### config.mk
export PLATFORM = sky130hd
export DESIGN_NAME = uart_rx_byte
export DESIGN_NICKNAME = d
export VERILOG_FILES = /design/src/rtl/uart_rx_byte.sv
export SDC_FILE = /design/constraint.sdc
export NUM_CORES = 1
export LEC_CHECK = 0
export ABC_AREA = 1
export BUFFER_PORTS_ARGS = -buffer_cell sky130_fd_sc_hd__buf_2
export CAP_MARGIN = 20
export CORE_ASPECT_RATIO = 0.8
export CORE_UTILIZATION = 60
export CTS_BUF_LIST = sky130_fd_sc_hd__clkbuf_8
export DETAILED_ROUTE_END_ITERATION = 16
export GPL_TIMING_DRIVEN = 0
export HOLD_SLACK_MARGIN = 0.02
export PLACE_DENSITY_LB_ADDON = 0.05
export SLEW_MARGIN = 20
export SYNTH_ARGS = -nofsm -noshare
export SYNTH_HDL_FRONTEND = slang
export SYNTH_SLANG_ARGS = --single-unit
### constraint.sdc
create_clock -name clk -period 4 [get_ports clk]
set_input_delay 0.4 -clock clk [delete_from_list [all_inputs] [get_ports clk]]
set_output_delay 0.4 -clock clk [all_outputs]
set_load 0.01 [all_outputs]
### src/rtl/uart_rx_byte.sv
// UART receiver: 8 data bits LSB first, optional even parity, one stop bit.
// Emits a one-cycle Flag_Rx with Rx_data for each clean frame and drops bad ones.
module uart_rx_byte #(
    parameter int CLKS_PER_BIT = 434,
    parameter bit PARITY_EN    = 1'b0
) (
    input  logic       clk,
    input  logic       rst,
    input  logic       serial_in,
    output logic [7:0] Rx_data,
    output logic       Flag_Rx,
    output logic       busy,
    output logic       frame_err,
    output logic       parity_err
);

    localparam logic [11:0] HALF_TC = 12'(CLKS_PER_BIT / 2 - 1);
    localparam logic [11:0] FULL_TC = 12'(CLKS_PER_BIT - 1);

    typedef enum logic [2:0] {
        S_IDLE, S_START, S_DATA, S_PARITY, S_STOP, S_BREAK
    } state_t;

    state_t      state_q, state_d;
    logic [11:0] cnt_q, cnt_d;
    logic [2:0]  idx_q, idx_d;
    logic [7:0]  shift_q, shift_d;
    logic [7:0]  data_q, data_d;
    logic        par_bad_q, par_bad_d;
    logic        flag_q, flag_d;
    logic        ferr_q, ferr_d;
    logic        perr_q, perr_d;
    logic        sync1_q, sync2_q, rxs_prev_q;
    logic        rxs;

    assign rxs = sync2_q;

    always_ff @(posedge clk) begin
        if (rst) begin
            state_q    <= S_IDLE;
            cnt_q      <= '0;
            idx_q      <= '0;
            shift_q    <= '0;
            data_q     <= '0;
            par_bad_q  <= 1'b0;
            flag_q     <= 1'b0;
            ferr_q     <= 1'b0;
            perr_q     <= 1'b0;
            sync1_q    <= 1'b1;
            sync2_q    <= 1'b1;
            rxs_prev_q <= 1'b1;
        end else begin
            state_q    <= state_d;
            cnt_q      <= cnt_d;
            idx_q      <= idx_d;
            shift_q    <= shift_d;
            data_q     <= data_d;
            par_bad_q  <= par_bad_d;
            flag_q     <= flag_d;
            ferr_q     <= ferr_d;
            perr_q     <= perr_d;
            sync1_q    <= serial_in;
            sync2_q    <= sync1_q;
            rxs_prev_q <= rxs;
        end
    end

    always_comb begin
        state_d   = state_q;
        cnt_d     = cnt_q + 12'd1;
        idx_d     = idx_q;
        shift_d   = shift_q;
        data_d    = data_q;
        par_bad_d = par_bad_q;
        flag_d    = 1'b0;
        ferr_d    = 1'b0;
        perr_d    = 1'b0;
        case (state_q)
            S_IDLE: begin
                cnt_d = '0;
                if (rxs_prev_q && !rxs) state_d = S_START;
            end
            S_START: begin
                // Half a bit in: a line that is high again was only a glitch.
                if (cnt_q == HALF_TC) begin
                    cnt_d     = '0;
                    par_bad_d = 1'b0;
                    idx_d     = '0;
                    state_d   = rxs ? S_IDLE : S_DATA;
                end
            end
            S_DATA: begin
                if (cnt_q == FULL_TC) begin
                    cnt_d   = '0;
                    shift_d = {rxs, shift_q[7:1]};
                    idx_d   = idx_q + 3'd1;
                    if (idx_q == 3'd7) state_d = PARITY_EN ? S_PARITY : S_STOP;
                end
            end
            S_PARITY: begin
                if (cnt_q == FULL_TC) begin
                    cnt_d     = '0;
                    par_bad_d = (^shift_q) ^ rxs;
                    state_d   = S_STOP;
                end
            end
            S_STOP: begin
                // Leaving at mid-stop lets the next start edge be caught with no gap.
                if (cnt_q == FULL_TC) begin
                    cnt_d = '0;
                    if (rxs) begin
                        state_d = S_IDLE;
                        if (par_bad_q) begin
                            perr_d = 1'b1;
                        end else begin
                            data_d = shift_q;
                            flag_d = 1'b1;
                        end
                    end else begin
                        ferr_d  = 1'b1;
                        state_d = S_BREAK;
                    end
                end
            end
            S_BREAK: begin
                cnt_d = '0;
                if (rxs) state_d = S_IDLE;
            end
            default: begin
                cnt_d   = '0;
                state_d = S_IDLE;
            end
        endcase
    end

    assign Rx_data    = data_q;
    assign Flag_Rx    = flag_q;
    assign frame_err  = ferr_q;
    assign parity_err = perr_q;
    assign busy       = (state_q != S_IDLE);

endmodule

### Yosys cells after proc, flatten, opt, wreduce, memory -nomap -nowiden

Index checks and enable logic that the tools add are counted.

* register bits: 41
* input port bits: 3
* output and inout bits: 12
* logic and storage cells: 71

* $add $sub $neg: 2
* equality and inequality tests: 15
* mux-type cells: 22
* bitwise gates (word level): 5
* reduce and logical (&&, ||, !) cells: 15

Operators by type and width (count)
* two-way mux 3 bit: 10
* two-way mux 12 bit: 2
* case mux 12 bit (2 select lines): 1
* case mux 3 bit (6 select lines): 1
* inequality test 2 bit (second input constant): 7
* adder 12 x 1 -> 12 bit (second input constant): 1
* == test 12 x 8 -> 1 bit (second input constant): 1
* == test 12 x 9 -> 1 bit (second input constant): 1
* == test 3 bit (second input constant): 3
* XOR reduction 8 bit: 1
* AND reduction 7 bit: 1
* == test 3 x 2 -> 1 bit (second input constant): 2
* case mux 3 bit (2 select lines): 1
* AND reduction 3 bit: 2
* OR reduction 3 bit: 2
* two-way mux 1 bit: 5
* inverter 1 bit: 4
* AND reduction 4 bit: 1
* nonzero test 2 bit: 2
* OR reduction 4 bit: 1
* adder 3 x 1 -> 3 bit (second input constant): 1
* == test 3 x 1 -> 1 bit (second input constant): 1
* zero test 3 bit: 1
* nonzero test 3 bit: 1
* other kinds (6): 6

### Logic depth before layout (Yosys ltp)

* depth after elaboration: 4
* gate-level depth with buffers: 11
* mapped depth without buffers: 11

### Worst setup path before layout

No wires, ideal clock.

* path kind: reg2reg
* from: reg cnt_q[0]
* to: reg cnt_q[7]
* library setup time: 0.064 ns
* arrival: 1.319 ns
* data required time: 3.936 ns
* path slack: 2.617 ns
* cell stages (with the launch flop): 10
* buffers on the path: 1
* period minus slack after synthesis: 1.383 ns
* cell sequence: dfxtp_1 > inv_1 > ha_1 > and3_1 > nand3_1 > nand2_4 > nand2_1 > o211ai_2 > buf_6 > nor2_1

* word-level cells in the longest chain between the ends: 3
* elaborated cells on any way between the ends: 6
* those cells by class: add/sub: 1; eq/ne: 2; mux: 3

RTL lines
* from (decl): line 25 `logic [11:0] cnt_q, cnt_d;`
* from (signal assigned): line 54 `cnt_q <= cnt_d;`
* adder 12 x 1 -> 12 bit, or another cell as far along: line 70 `cnt_d = cnt_q + 12'd1;`
* two-way mux 12 bit (on tied branches)
* case mux 12 bit (2 select lines) *: line 78 `case (state_q)`

Mark *: on every way between the ends. The rest lies on a longest branch, timed or not.
A chain may end at the register's enable or synchronous reset.

### Worst setup path after layout

* from: reg state_q[2]
* to: reg idx_q[1]

* word-level cells in the longest chain between the ends: 3
* elaborated cells on any way between the ends: 7
* those cells by class: eq/ne: 4; mux: 1; reduce/logical: 2

RTL lines
* from (decl): line 24 `state_t state_q, state_d;`
* from (signal assigned): line 53 `state_q <= state_d;`
* == test 3 x 2 -> 1 bit or == test 3 x 1 -> 1 bit (tied branches): line 78
* inequality test 2 bit (no line) or nonzero test 2 bit (tied branches)
* AND reduction 3 bit (no line)
* to (signal assigned): line 55 `idx_q <= idx_d;`
* to (decl): line 26 `logic [2:0] idx_q, idx_d;`

Several ways; a longest one is shown, not always the timed one.

==> impl_metrics.py <==
metrics = {
    "outcome": {
        "status": "complete, no violations",
    },
    "drt": {
        "drc_errors": 0,
        "firstDrtPassIters": 4,
        "antenna_left": 0,
        "wl_mm": 3.69,
        "drt-wirelength-per-cell_um": 10.9,
        "num_vias": 1667,
        "vias_per_cell": 4.93,
        "drtIter0Drc": 78,
    },
    "synthesis": {
        "synth-seq-cells": 41,
        "async_flop_share_pct": 0,
        "synth-xor-area-share_pct": 4.86,
        "syn_area_per_cell_um2": 7.16,
        "synthDistinctLibCells": 27,
        "yosysMostFrequentCell": "nand2_1",
        "yosys.area_share.simple_pct": 34.7,
        "synth_warnings": 0,
        "synth_cells": 277,
        "synth_fa_ha_area_share_pct": 3.15,
        "synthFlopType": "dfxtp_1",
        "synth_top_cell_by_area": "dfxtp_1",
        "synth_nets": 285,
        "syn_area_um2": 1980,
        "synth_common_cells": "70 x nand2_1, 47 x nor2_1, 41 x dfxtp_1, 37 x inv_1, 14 x nand3_1",
        "muxShareOfSynthArea_pct": 0,
        "synth_compound_area_share_pct": 5.93,
        "synth_edf_count": 0,
        "synth_top_area_share_pct": 41.4,
        "synth_seq_area_share_pct": 41.4,
        "synthTopCellsByArea": "dfxtp_1 41%, nand2_1 13%, nor2_1 8.9%",
        "synth_top_family_by_area": "simple AND/OR/NAND/NOR gates",
    },
    "place": {
        "placed_cells": 330,
        "gp_congestion": 0.869,
        "place.port_buffers": 13,
        "hpwl_mm": 2.67,
    },
    "timing": {
        "fin_crit_sh_pct": 41.2,
        "drv_slew": 0,
        "rsz0062_at_grt": "false",
        "worst_pin_slew_ns": 0.402,
        "fmax_mhz": 608,
        "final-setup-viol-count": 0,
        "skew_ns": 0.00567,
        "tns_ns": 0,
        "slew_headroom_pct": 73.2,
        "fin_hold_ws_ns": 0.277,
        "timing_hold_violations_final": 0,
        "period_needed_ns": 1.65,
    },
    "power_and_ir_drop": {
        "power_density_nw_per_um2": 498,
        "power_leakage_nw": 1.04,
        "ir_drop_uv": 463,
    },
    "setup_path": {
        "path_max_fanout": 8,
        "arrival_ns": 1.82,
        "crit_type": "register to register",
        "worstSetupStartpointType": "register",
        "worst_setup_path_end_kind": "register",
        "r2r_cells": 8,
        "worstPathRequired_ns": 4.18,
    },
    "die": {
        "rows": 18,
        "die_height_um": 53.4,
        "core_um2": 3110,
        "pin_count": 15,
        "start_util_pct": 63.8,
        "dieArea_um2": 3540,
        "chipWidth_um": 66.3,
    },
    "cells_and_area": {
        "area_growth_pct": 12.6,
        "drive_above_1_share_pct": 12.8,
        "post-route-util_pct": 71.8,
        "nNetsFinal": 305,
        "diodes": 0,
        "stdcell_count": 338,
    },
    "clock_network": {
        "clock_sinks": 41,
        "cts_buffer_depth": 2,
        "cts_buffers": 5,
        "cts-root-buf": "clkbuf_8",
        "hold_buffers": 0,
        "clkTransAtPathRegs_ns": 0.08,
        "htree_levels": 2,
        "cts_resized": 0,
        "cts_tree": "done",
        "clk_latency_ns": 0.30,
        "post_cts_buffers": 0,
    },
    "hold_path": {
        "min_path_cells": 2,
        "min_path_type": "primary input to register",
    },
    "grt": {
        "grt_max_degree": 14,
        "antenna_found_initial": 0,
        "grt_overflow": 0,
        "first_global_vias": 1408,
        "grt_pass1_wl_mm": 6.04,
        "grt_usage_pct": 23.5,
    },
    "job": {
        "maxCapViolCount": 0,
    },
}
-- final timing paths --
kind                                              start               endpoint  slack, ns
worst max-delay path            state_q[2]$_SDFFE_PP0P_  idx_q[1]$_SDFFE_PP0P_       2.35
worst min-delay path                          serial_in     sync1_q$_SDFF_PP1_       0.28
worst max register to register  state_q[2]$_SDFFE_PP0P_  idx_q[1]$_SDFFE_PP0P_       2.35
worst min register to register       sync1_q$_SDFF_PP1_         rxs$_SDFF_PP1_       0.42
-- area by class of cell --
class,instances,area [um^2]
Multi-Input combinational cell,192,965
Fill cell,276,876
Sequential cell,41,821
Inverter,38,143
Clock buffer,5,68.8
Clock inverter,3,65.1
Timing Repair Buffer,13,65.1
Buffer,6,55.1
Tap cell,40,50.0
-- critical path, cell delays in order (launching register included) --
cell and delay (ns):
dfxtp_1 0.33, inv_1 0.13, nand2_1 0.16, nor2_1 0.27
nand3_2 0.22, nand2_1 0.17, nand2_1 0.11, nand2_1 0.07
a21oi_1 0.06
-- where the power goes --
group,leakage (nW),internal (mW),switching [mW]
registers,0.331,0.427,0.0187
logic,0.644,0.0866,0.186
clock network,0.0681,0.248,0.146
-- per-layer routing --
| metal | part of all wire, % | wire [um] | global-route usage, % | up-vias |
|---|---|---|---|---|
| li1 | - | - | - | 895 |
| met1 | 53 | 1970 | 31.9 | 737 |
| met2 | 42 | 1540 | 34.9 | 29 |
| met3 | 3.9 | 143 | 6.47 | 6 |
| met4 | 1.2 | 44 | 9.93 | 0 |
| met5 | 0 | 0 | 0 | - |
-- sequential cells by signal (all words and copies together) (netlist names) --
name,count
parity_err,1
shift_q,8
frame_err,1
sync1_q,1
par_bad_q,1
state_q,3
cnt_q,12
Flag_Rx,1
rxs,1
rxs_prev_q,1
idx_q,3
Rx_data,8
-- logic make-up (layout without fill, tap and decap cells) --
group	after synthesis	in the layout
compound gates	22	22
simple gates	154	154
buf+inv	44	65
fa+ha+maj	5	5
xor+xnor	11	11
flops	41	41
-- cells in the final DEF (no fill, tap or decap), drive strengths merged --
master,n
o21ai,8
clkinv,2
a21oi,13
nor3,6
nand2,72
nand4,6
clkbuf,8
inv,37
xnor2,3
xor2,8
nand3,16
o211ai,1
dfxtp,41
and3,2
buf,16
nor2,48
ha,5
or2,4
bufinv,2
-- stage by stage --
stage          setup WS (ns)  instance area (um^2)  power [mW]
2_1_floorplan           2.62                  1980       0.666
3_3_place_gp            2.40                  2100       0.715
3_5_place_dp            2.42                  2100       0.723
4_1_cts                 2.37                  2230        1.12
5_1_grt                 2.20                  2230        1.18
6_report                2.35                  2230        1.11
No activity file was read; power rests on OpenSTA's default activity.
